===== src/rtl/mem_port_arbiter_pkg.sv =====
// Shared types and constants for the DRAM port arbiter.
package mem_port_arbiter_pkg;

  typedef enum logic {
    IDLE,
    WAIT_RESP
  } mem_arb_state_e;

  typedef enum logic {
    OWNER_IF,
    OWNER_LSU
  } mem_arb_owner_e;

  localparam logic [3:0] MEM_ARB_BE_FULL = 4'hF;

endpackage


===== src/rtl/mem_port_arbiter_if.sv =====
// Request/response and DRAM bus bundle for the shared memory port.
// Signal suffixes are from the arbiter's point of view.
interface mem_port_arbiter_if;

  logic        if_req_i;
  logic [31:0] if_addr_i;
  logic        if_gnt_o;
  logic        if_rvalid_o;
  logic [31:0] if_rdata_o;

  logic        lsu_req_i;
  logic        lsu_we_i;
  logic [3:0]  lsu_be_i;
  logic [31:0] lsu_addr_i;
  logic [31:0] lsu_wdata_i;
  logic        lsu_gnt_o;
  logic        lsu_rvalid_o;
  logic [31:0] lsu_rdata_o;

  logic        mem_req_o;
  logic        mem_we_o;
  logic [3:0]  mem_be_o;
  logic [31:0] mem_addr_o;
  logic [31:0] mem_wdata_o;
  logic        mem_rvalid_i;
  logic [31:0] mem_rdata_i;

  // Arbiter side
  modport slave (
    input  if_req_i, if_addr_i,
    output if_gnt_o, if_rvalid_o, if_rdata_o,
    input  lsu_req_i, lsu_we_i, lsu_be_i, lsu_addr_i, lsu_wdata_i,
    output lsu_gnt_o, lsu_rvalid_o, lsu_rdata_o,
    output mem_req_o, mem_we_o, mem_be_o, mem_addr_o, mem_wdata_o,
    input  mem_rvalid_i, mem_rdata_i
  );

  // Requester / memory side
  modport master (
    output if_req_i, if_addr_i,
    input  if_gnt_o, if_rvalid_o, if_rdata_o,
    output lsu_req_i, lsu_we_i, lsu_be_i, lsu_addr_i, lsu_wdata_i,
    input  lsu_gnt_o, lsu_rvalid_o, lsu_rdata_o,
    input  mem_req_o, mem_we_o, mem_be_o, mem_addr_o, mem_wdata_o,
    output mem_rvalid_i, mem_rdata_i
  );

endinterface


===== src/rtl/mem_port_arbiter_watchdog.sv =====
// Response watchdog: counts waiting cycles, flags a hung memory (sticky).
module mem_arb_watchdog #(
  parameter int unsigned TIMEOUT = 64
) (
  input  logic clock,
  input  logic reset,
  input  logic start,
  input  logic run,
  output logic expire,
  output logic err
);

  localparam int unsigned CW = $clog2(TIMEOUT + 1);

  logic [CW-1:0] cnt_q, cnt_d;
  logic          err_q;

  // Fires in the cycle the count would reach TIMEOUT; err is visible in that same cycle
  assign expire = run && (cnt_q == CW'(TIMEOUT - 1));
  assign err    = err_q | expire;

  // Next count: reload on grant, advance while waiting
  always_comb begin
    cnt_d = cnt_q;
    if (start)    cnt_d = '0;
    else if (run) cnt_d = cnt_q + CW'(1);
  end

  // Counter and sticky error registers
  always_ff @(posedge clock or negedge reset) begin
    if (!reset) begin
      cnt_q <= '0;
      err_q <= 1'b0;
    end else begin
      cnt_q <= cnt_d;
      err_q <= err;
    end
  end

endmodule


===== src/rtl/mem_port_arbiter.sv =====
// Shared DRAM port arbiter: IF vs LSU, one outstanding transaction,
// starvation guard, flush kill of fetch responses, watchdog recovery.
module mem_port_arbiter
  import mem_port_arbiter_pkg::*;
#(
  parameter int unsigned LSU_MAX_BURST = 4,
  parameter int unsigned TIMEOUT       = 64
) (
  input  logic                clock,
  input  logic                reset,
  input  logic                flush_i,
  mem_port_arbiter_if.slave   bus,
  output logic                err_o
);

  localparam logic [2:0] BURST_LIMIT = 3'(LSU_MAX_BURST);

  mem_arb_state_e state_q, state_d;
  mem_arb_owner_e owner_q, owner_d;
  logic           kill_q, kill_d;
  logic [2:0]     streak_q, streak_d;

  logic        wd_start, wd_run, wd_expire, wd_err;
  logic        arb_en;
  logic [31:0] rsp_data;

  // Kept outside the main comb block so expire does not feed back into its own process
  assign wd_run = reset && (state_q == WAIT_RESP) && !bus.mem_rvalid_i;

  mem_arb_watchdog #(.TIMEOUT(TIMEOUT)) u_watchdog (
    .clock  (clock),
    .reset  (reset),
    .start  (wd_start),
    .run    (wd_run),
    .expire (wd_expire),
    .err    (wd_err)
  );

  assign err_o = wd_err;

  // Response routing, arbitration and next-state; everything gated off while in reset
  always_comb begin
    state_d  = state_q;
    owner_d  = owner_q;
    kill_d   = kill_q;
    streak_d = streak_q;
    wd_start = 1'b0;
    arb_en   = 1'b0;
    rsp_data = '0;

    bus.if_gnt_o     = 1'b0;
    bus.if_rvalid_o  = 1'b0;
    bus.if_rdata_o   = '0;
    bus.lsu_gnt_o    = 1'b0;
    bus.lsu_rvalid_o = 1'b0;
    bus.lsu_rdata_o  = '0;
    bus.mem_req_o    = 1'b0;
    bus.mem_we_o     = 1'b0;
    bus.mem_be_o     = '0;
    bus.mem_addr_o   = '0;
    bus.mem_wdata_o  = '0;

    if (reset) begin
      if (state_q == WAIT_RESP) begin
        if (flush_i && owner_q == OWNER_IF) kill_d = 1'b1;
        if (bus.mem_rvalid_i || wd_expire) begin
          rsp_data = wd_expire ? '0 : bus.mem_rdata_i;
          if (owner_q == OWNER_IF) begin
            // A flush in the response cycle also suppresses the fetch data
            if (!(kill_q || flush_i)) begin
              bus.if_rvalid_o = 1'b1;
              bus.if_rdata_o  = rsp_data;
            end
          end else begin
            bus.lsu_rvalid_o = 1'b1;
            bus.lsu_rdata_o  = rsp_data;
          end
          state_d = IDLE;
        end
      end

      arb_en = (state_q == IDLE) || bus.mem_rvalid_i;

      if (arb_en) begin
        if (bus.lsu_req_i && (!bus.if_req_i || streak_q != BURST_LIMIT)) begin
          bus.lsu_gnt_o   = 1'b1;
          bus.mem_req_o   = 1'b1;
          bus.mem_we_o    = bus.lsu_we_i;
          bus.mem_be_o    = bus.lsu_be_i;
          bus.mem_addr_o  = bus.lsu_addr_i;
          bus.mem_wdata_o = bus.lsu_wdata_i;
          owner_d         = OWNER_LSU;
          streak_d        = bus.if_req_i ? streak_q + 3'd1 : 3'd0;
          kill_d          = 1'b0;
          wd_start        = 1'b1;
          state_d         = WAIT_RESP;
        end else if (bus.if_req_i) begin
          bus.if_gnt_o    = 1'b1;
          bus.mem_req_o   = 1'b1;
          bus.mem_be_o    = MEM_ARB_BE_FULL;
          bus.mem_addr_o  = bus.if_addr_i;
          owner_d         = OWNER_IF;
          streak_d        = 3'd0;
          kill_d          = 1'b0;
          wd_start        = 1'b1;
          state_d         = WAIT_RESP;
        end
      end
    end
  end

  // State, owner, kill and streak registers
  always_ff @(posedge clock or negedge reset) begin
    if (!reset) begin
      state_q  <= IDLE;
      owner_q  <= OWNER_IF;
      kill_q   <= 1'b0;
      streak_q <= '0;
    end else begin
      state_q  <= state_d;
      owner_q  <= owner_d;
      kill_q   <= kill_d;
      streak_q <= streak_d;
    end
  end

endmodule


===== src/flat_wrapper.sv =====
// flat-port wrapper written by rule: the top's interface ports become plain ports
module mem_port_arbiter_flat import mem_port_arbiter_pkg::*;
#(
  parameter int unsigned LSU_MAX_BURST = 4,
  parameter int unsigned TIMEOUT       = 64
)
  (clock, reset, flush_i, err_o, bus_if_req_i, bus_if_addr_i, bus_if_gnt_o, bus_if_rvalid_o, bus_if_rdata_o, bus_lsu_req_i, bus_lsu_we_i, bus_lsu_be_i, bus_lsu_addr_i, bus_lsu_wdata_i, bus_lsu_gnt_o, bus_lsu_rvalid_o, bus_lsu_rdata_o, bus_mem_req_o, bus_mem_we_o, bus_mem_be_o, bus_mem_addr_o, bus_mem_wdata_o, bus_mem_rvalid_i, bus_mem_rdata_i);
  mem_port_arbiter_if bus_i ();
  input  logic clock;
  input  logic reset;
  input  logic flush_i;
  output logic err_o;
  input wire logic [$bits(bus_i.if_req_i)-1:0] bus_if_req_i;
  input wire logic [$bits(bus_i.if_addr_i)-1:0] bus_if_addr_i;
  output wire logic [$bits(bus_i.if_gnt_o)-1:0] bus_if_gnt_o;
  output wire logic [$bits(bus_i.if_rvalid_o)-1:0] bus_if_rvalid_o;
  output wire logic [$bits(bus_i.if_rdata_o)-1:0] bus_if_rdata_o;
  input wire logic [$bits(bus_i.lsu_req_i)-1:0] bus_lsu_req_i;
  input wire logic [$bits(bus_i.lsu_we_i)-1:0] bus_lsu_we_i;
  input wire logic [$bits(bus_i.lsu_be_i)-1:0] bus_lsu_be_i;
  input wire logic [$bits(bus_i.lsu_addr_i)-1:0] bus_lsu_addr_i;
  input wire logic [$bits(bus_i.lsu_wdata_i)-1:0] bus_lsu_wdata_i;
  output wire logic [$bits(bus_i.lsu_gnt_o)-1:0] bus_lsu_gnt_o;
  output wire logic [$bits(bus_i.lsu_rvalid_o)-1:0] bus_lsu_rvalid_o;
  output wire logic [$bits(bus_i.lsu_rdata_o)-1:0] bus_lsu_rdata_o;
  output wire logic [$bits(bus_i.mem_req_o)-1:0] bus_mem_req_o;
  output wire logic [$bits(bus_i.mem_we_o)-1:0] bus_mem_we_o;
  output wire logic [$bits(bus_i.mem_be_o)-1:0] bus_mem_be_o;
  output wire logic [$bits(bus_i.mem_addr_o)-1:0] bus_mem_addr_o;
  output wire logic [$bits(bus_i.mem_wdata_o)-1:0] bus_mem_wdata_o;
  input wire logic [$bits(bus_i.mem_rvalid_i)-1:0] bus_mem_rvalid_i;
  input wire logic [$bits(bus_i.mem_rdata_i)-1:0] bus_mem_rdata_i;
  assign bus_i.if_req_i = bus_if_req_i;
  assign bus_i.if_addr_i = bus_if_addr_i;
  assign bus_if_gnt_o = bus_i.if_gnt_o;
  assign bus_if_rvalid_o = bus_i.if_rvalid_o;
  assign bus_if_rdata_o = bus_i.if_rdata_o;
  assign bus_i.lsu_req_i = bus_lsu_req_i;
  assign bus_i.lsu_we_i = bus_lsu_we_i;
  assign bus_i.lsu_be_i = bus_lsu_be_i;
  assign bus_i.lsu_addr_i = bus_lsu_addr_i;
  assign bus_i.lsu_wdata_i = bus_lsu_wdata_i;
  assign bus_lsu_gnt_o = bus_i.lsu_gnt_o;
  assign bus_lsu_rvalid_o = bus_i.lsu_rvalid_o;
  assign bus_lsu_rdata_o = bus_i.lsu_rdata_o;
  assign bus_mem_req_o = bus_i.mem_req_o;
  assign bus_mem_we_o = bus_i.mem_we_o;
  assign bus_mem_be_o = bus_i.mem_be_o;
  assign bus_mem_addr_o = bus_i.mem_addr_o;
  assign bus_mem_wdata_o = bus_i.mem_wdata_o;
  assign bus_i.mem_rvalid_i = bus_mem_rvalid_i;
  assign bus_i.mem_rdata_i = bus_mem_rdata_i;
  mem_port_arbiter #(.LSU_MAX_BURST(LSU_MAX_BURST), .TIMEOUT(TIMEOUT)) u_core (.clock(clock), .reset(reset), .flush_i(flush_i), .bus(bus_i), .err_o(err_o));
endmodule

===== config.mk =====
export PLATFORM = sky130hd
export DESIGN_NAME = mem_port_arbiter_flat
export DESIGN_NICKNAME = d
export VERILOG_FILES = /design/src/rtl/mem_port_arbiter_pkg.sv /design/src/rtl/mem_port_arbiter_if.sv /design/src/rtl/mem_port_arbiter_watchdog.sv /design/src/rtl/mem_port_arbiter.sv /design/src/flat_wrapper.sv
export SDC_FILE = /design/constraint.sdc
export NUM_CORES = 1
export LEC_CHECK = 0
export ABC_AREA = 1
export CORE_AREA = 5 5 106 108
export CTS_BUF_LIST = sky130_fd_sc_hd__clkbuf_4 sky130_fd_sc_hd__clkbuf_8 sky130_fd_sc_hd__clkbuf_16
export CTS_CLUSTER_DIAMETER = 80
export DETAILED_ROUTE_END_ITERATION = 7
export DIE_AREA = 0 0 111 113
export PLACE_DENSITY = 0.8
export SYNTH_ARGS = -nofsm -noshare
export SYNTH_HDL_FRONTEND = slang
export SYNTH_SLANG_ARGS = --single-unit

===== constraint.sdc =====
create_clock -name clock -period 1.6 [get_ports clock]
set_input_delay 0.16 -clock clock [delete_from_list [all_inputs] [get_ports clock]]
set_output_delay 0.16 -clock clock [all_outputs]
set_load 0.1 [all_outputs]

==> flow_metrics.tcl, run 1 <==
set metrics [dict create \
    outcome "aborted with a tool error" \
    haltStage "5_1_grt" \
    stop_error "[ERROR GRT-0232] Routing congestion too high. Check the congestion heatmap in the GUI." \
    cts_max_path_buffers 2 \
    overflow 412 \
    synth_top_area_share 0.2096 \
    io_buffers 277 \
    grt_usage 0.8105 \
    synth_flop_cell "dfrtp_1" \
    rows 37 \
    pin_count 278 \
    ys_seq_elements 14 \
    synthTopCellsByArea "nand2_1 (21%), dfrtp_1 (16%), inv_1 (13%), nor4b_1 (12%), nand4_1 (9.3%)" \
    dp_worst_setup_slack_ps -381.2 \
    yosysSeqAreaShare 0.1577 \
    numCtsBuffers 3 \
    htree_levels 1 \
    die_x_um 111 \
    holdBufCountCts 0 \
    grt-worst-endpoint "bus_mem_addr_o[22]" \
    yosysTopAreaCell "nand2_1" \
    synth-edff-count 0 \
    async_flop_share 1.000 \
    grt_max_degree 34 \
    hpwlAfterDp_um 14450 \
    yosysWarnings 0 \
    placed_cell_area_mm2 0.008867 \
    worstEndpointType "output port" \
    die_h_um 113 \
    synthCells 397 \
    root_buffer "clkbuf_8" \
    yosysUniqueCellTypes 30 \
    synth_common_cells "nand2_1 (124), inv_1 (78), nor2_1 (42), nand4_1 (33), nor4b_1 (31)" \
    gp_congestion 0.8978 \
    antenna_found_initial 4 \
    syn_area_mm2 0.002221 \
    yosysMostFrequentCell "nand2_1" \
    avgSynthCellArea_um2 5.594 \
    syn-num-nets 539 \
    numClockSinks 14 \
    start_util 0.2191 \
]
## repair_timing
item / in CTS
setup endpoints to repair: 139
buffers inserted: 35
pin swaps: 54
cloned: 11
resized for setup: 85
## metal layers
metal,GRT usage,overflow
met1,0.7642,0
met2,1.036,269
met3,0.5995,0
met4,0.9458,143
met5,0.08235,0
## logic make-up after synthesis
logic type / synth area share
XOR/XNOR: 0.007889
flip-flops: 0.1577
adder cells (fa/ha/maj): 0.01690
AO/OA/AOI/OAI: 0.04000
buffers and inverters: 0.2130
AND/OR/NAND/NOR: 0.5645
## stage by stage
| step | setup TNS (ps) | instances |
|---|---|---|
| floorplan | -33210 | 397 |
| CTS | -52100 | 887 |
| detailed placement | -40960 | 839 |
| global placement | -34310 | 839 |
==> run 2: changes to the inputs <==
CTS_BUF_LIST = not set   (was sky130_fd_sc_hd__clkbuf_4 sky130_fd_sc_hd__clkbuf_8 sky130_fd_sc_hd__clkbuf_16)
CTS_CLUSTER_DIAMETER = not set   (was 80)
PLACE_DENSITY = not set   (was 0.8)
PLACE_DENSITY_LB_ADDON = 0.15   (was not set)
==> run 2 against run 1 <==
Effect of this change:
- the flow now finishes, with violations (setup timing)
- synthesized cell count unchanged
- area after synthesis did not move
==> flow_metrics.tcl, run 2 <==
set metrics [dict create \
    hp-class "in2async" \
    p_per_area_mw_per_mm2 455.6 \
    overflow 0 \
    die_h_um 113 \
    crit_arrival_ps 2070 \
    drive_above_1_share 0.6188 \
    drc_errors 0 \
    wire_per_inst_um 31.13 \
    yosysTopAreaCell "nand2_1" \
    layout_commonest_cell "buf_12" \
    cts_max_path_buffers 2 \
    cp_num_buf_inv 4 \
    synth_flop_cell "dfrtp_1" \
    dr.pass1.iters 5 \
    drt_wl_total_um 27430 \
    ys_seq_elements 14 \
    outcome "finished, violations left" \
    tightestPinTransition_ps 384.4 \
    synth_top_area_share 0.2096 \
    die_x_um 111 \
    start_util 0.2191 \
    dr.first_iter.drc_count 408 \
    synthCells 397 \
    reg2reg_to "u_core.state_q$_DFFE_PN0P_" \
    synth-edff-count 0 \
    setup_viol 148 \
    layout_common_cells "buf_12 (162), clkdlybuf4s50_1 (135), nand2_8 (52)" \
    gp_congestion 0.8081 \
    drv_cap 0 \
    hold_viol 0 \
    syn-num-nets 539 \
    rsz0062_at_grt "true" \
    report.final.slew_viol_count 0 \
    num_vias 4970 \
    yosysSeqAreaShare 0.1577 \
    numClockSinks 14 \
    ff2ff_path_depth 9 \
    pin_count 278 \
    setup-tns-final_ps -65680 \
    holdBufCountCts 0 \
    cts_tree "yes" \
    violations "setup timing" \
    top_regs "u_core.u_watchdog.cnt_q x7, u_core.streak_q x3" \
    grt_pass1_wl_um 33000 \
    antenna_found_initial 0 \
    avgViaCountPerCell 5.641 \
    diodes 0 \
    final_cells 881 \
    drtAntennaViolNets 0 \
    async_flop_share 1.000 \
    met1_length_um 8263 \
    setup_ws_ps -630.5 \
    critPathLaunchType "register" \
    yosysWarnings 0 \
    clk_pin_slew_ps 70 \
    htree_levels 1 \
    grt_usage 0.3385 \
    worstPathRequired_ps 1440 \
    syn2layout_area_growth_pct 343.0 \
    largest-register "u_core.u_watchdog.cnt_q" \
    io_buffers 277 \
    path_class "reg2out" \
    grt_max_degree 34 \
    max_slew_margin 0.7426 \
    dr_wl_met2_um 14350 \
    max-vdd-ir-drop_v 0.0003958 \
    hpwlAfterDp_um 13860 \
    rows 37 \
    synth_common_cells "nand2_1 (124), inv_1 (78), nor2_1 (42), nand4_1 (33), nor4b_1 (31)" \
    power_leakage_nw 3.997 \
    largest_reg_flops 7 \
    yosysUniqueCellTypes 30 \
    min_period_ps 2230 \
    fmax_ghz 0.4483 \
    cp_slowest_stage_delay_ps 430 \
    coreArea_mm2 0.01014 \
    root_buffer "clkbuf_8" \
    nets 888 \
    yosysMostFrequentCell "nand2_1" \
    cpMostUsedCell "buf_12" \
    met3_length_um 2230 \
    syn_area_mm2 0.002221 \
    skew_ps 4.074 \
    cp_top_family "simple AND/OR/NAND/NOR gates" \
    r2r_start "u_core.state_q$_DFFE_PN0P_" \
    slowest_stage "dfrtp_1" \
    dp_cells 839 \
    numCtsBuffers 3 \
    die_area_mm2 0.01254 \
    synthTopCellsByArea "nand2_1 (21%), dfrtp_1 (16%), inv_1 (13%), nor4b_1 (12%), nand4_1 (9.3%)" \
    fin_crit_sh 1.394 \
    cp_max_fo 9 \
    avgSynthCellArea_um2 5.594 \
    top_layer_used "met4" \
    first_global_vias 5198 \
    clock_latency_ps 260 \
    endpoint_kind "primary output" \
    critical_path.cell_chain "nand2_1 > nor2_2 > nand3_4 > buf_12 > buf_12 > nand4_1 > clkinvlp_4 > buf_12" \
    rrSetupSlack_ps -230 \
]
run 2: cell counts after synthesis:
Identical to the previous run, type by type.
run 2: worst max-delay path by stage:
stage	start	to	slack, ps	cells after the start
2_1_floorplan	u_core.state_q$_DFFE_PN0P_	bus_lsu_rdata_o[12]	-440	3
3_3_place_gp	bus_mem_rvalid_i	bus_lsu_rdata_o[3]	-380	7
3_5_place_dp	reset	bus_if_rdata_o[25]	-480	7
4_1_cts	u_core.streak_q[1]$_DFFE_PN0P_	bus_mem_addr_o[10]	-460	11
5_1_grt	u_core.u_watchdog.cnt_q[4]$_DFFE_PN0P_	bus_if_rdata_o[25]	-650	8
6_report	u_core.u_watchdog.cnt_q[4]$_DFFE_PN0P_	bus_if_rdata_o[0]	-630	8
run 2: cell families after synthesis:
kind of cell,count (synthesis),synth area share
AO/OA/AOI/OAI,16,0.04000
flip-flops,14,0.1577
adder cells (fa/ha/maj),3,0.01690
AND/OR/NAND/NOR,251,0.5645
buffers and inverters,111,0.2130
XOR/XNOR,2,0.007889
run 2: routing by layer:
layer | GRT usage | vias to the layer above
met5 | 0 | -
met4 | 0.1388 | 0
met3 | 0.06898 | 181
met2 | 0.6784 | 487
met1 | 0.3365 | 2347
li1 | - | 1955
run 2: cell type report:
cell class / instances / area (µm²)
Timing Repair Buffer: 372 / 5518
Multi-Input combinational cell: 272 / 3294
Inverter: 83 / 450.4
Sequential cell: 14 / 351.6
Fill cell: 146 / 299.0
Tap cell: 136 / 170.2
Clock buffer: 4 / 55.05
run 2: metrics by stage:
| stage | hold slack, ps | setup WS, ps | utilization | total power [mW] | area (µm²) |
|---|---|---|---|---|---|
| after floorplan | -135.6 | -441.9 | - | 2.236 | 4234 |
| after CTS | 151.4 | -463.2 | 0.9514 | 4.153 | 9646 |
| after global routing | 149.4 | -649.1 | 0.9705 | 4.544 | 9839 |
| after global placement | 476.0 | -378.7 | 0.8758 | 3.414 | 8880 |
| final | 117.1 | -630.5 | 0.9705 | 4.482 | 9839 |
| after detailed placement | 499.4 | -481.8 | 0.8758 | 3.493 | 8880 |
run 2: power breakdown:
group / internal (mW) / switching (mW)
Combinational: 1.51 / 2.14
Clock: 0.219 / 0.162
Sequential: 0.394 / 0.0553
run 2: what timing repair did:
action | in CTS | in global routing
gates cloned | 12 | 3
endpoints found under the hold margin | 0 | 0
setup endpoints to repair | 139 | 141
pin swaps | 28 | 24
resized for setup | 58 | 46
buffers inserted | 20 | 10
run 2: worst reg2reg max path, cell delays in order, from the launching register on:
cell and delay, ps:
dfrtp_2 450, nand2_4 160, nor2_4 160, buf_4 130, buf_4 190, inv_2 120, nor2_1 170, nand2_1 100
nand2_1 110, nand2_1 110
Power figures use the tool's default switching activity.
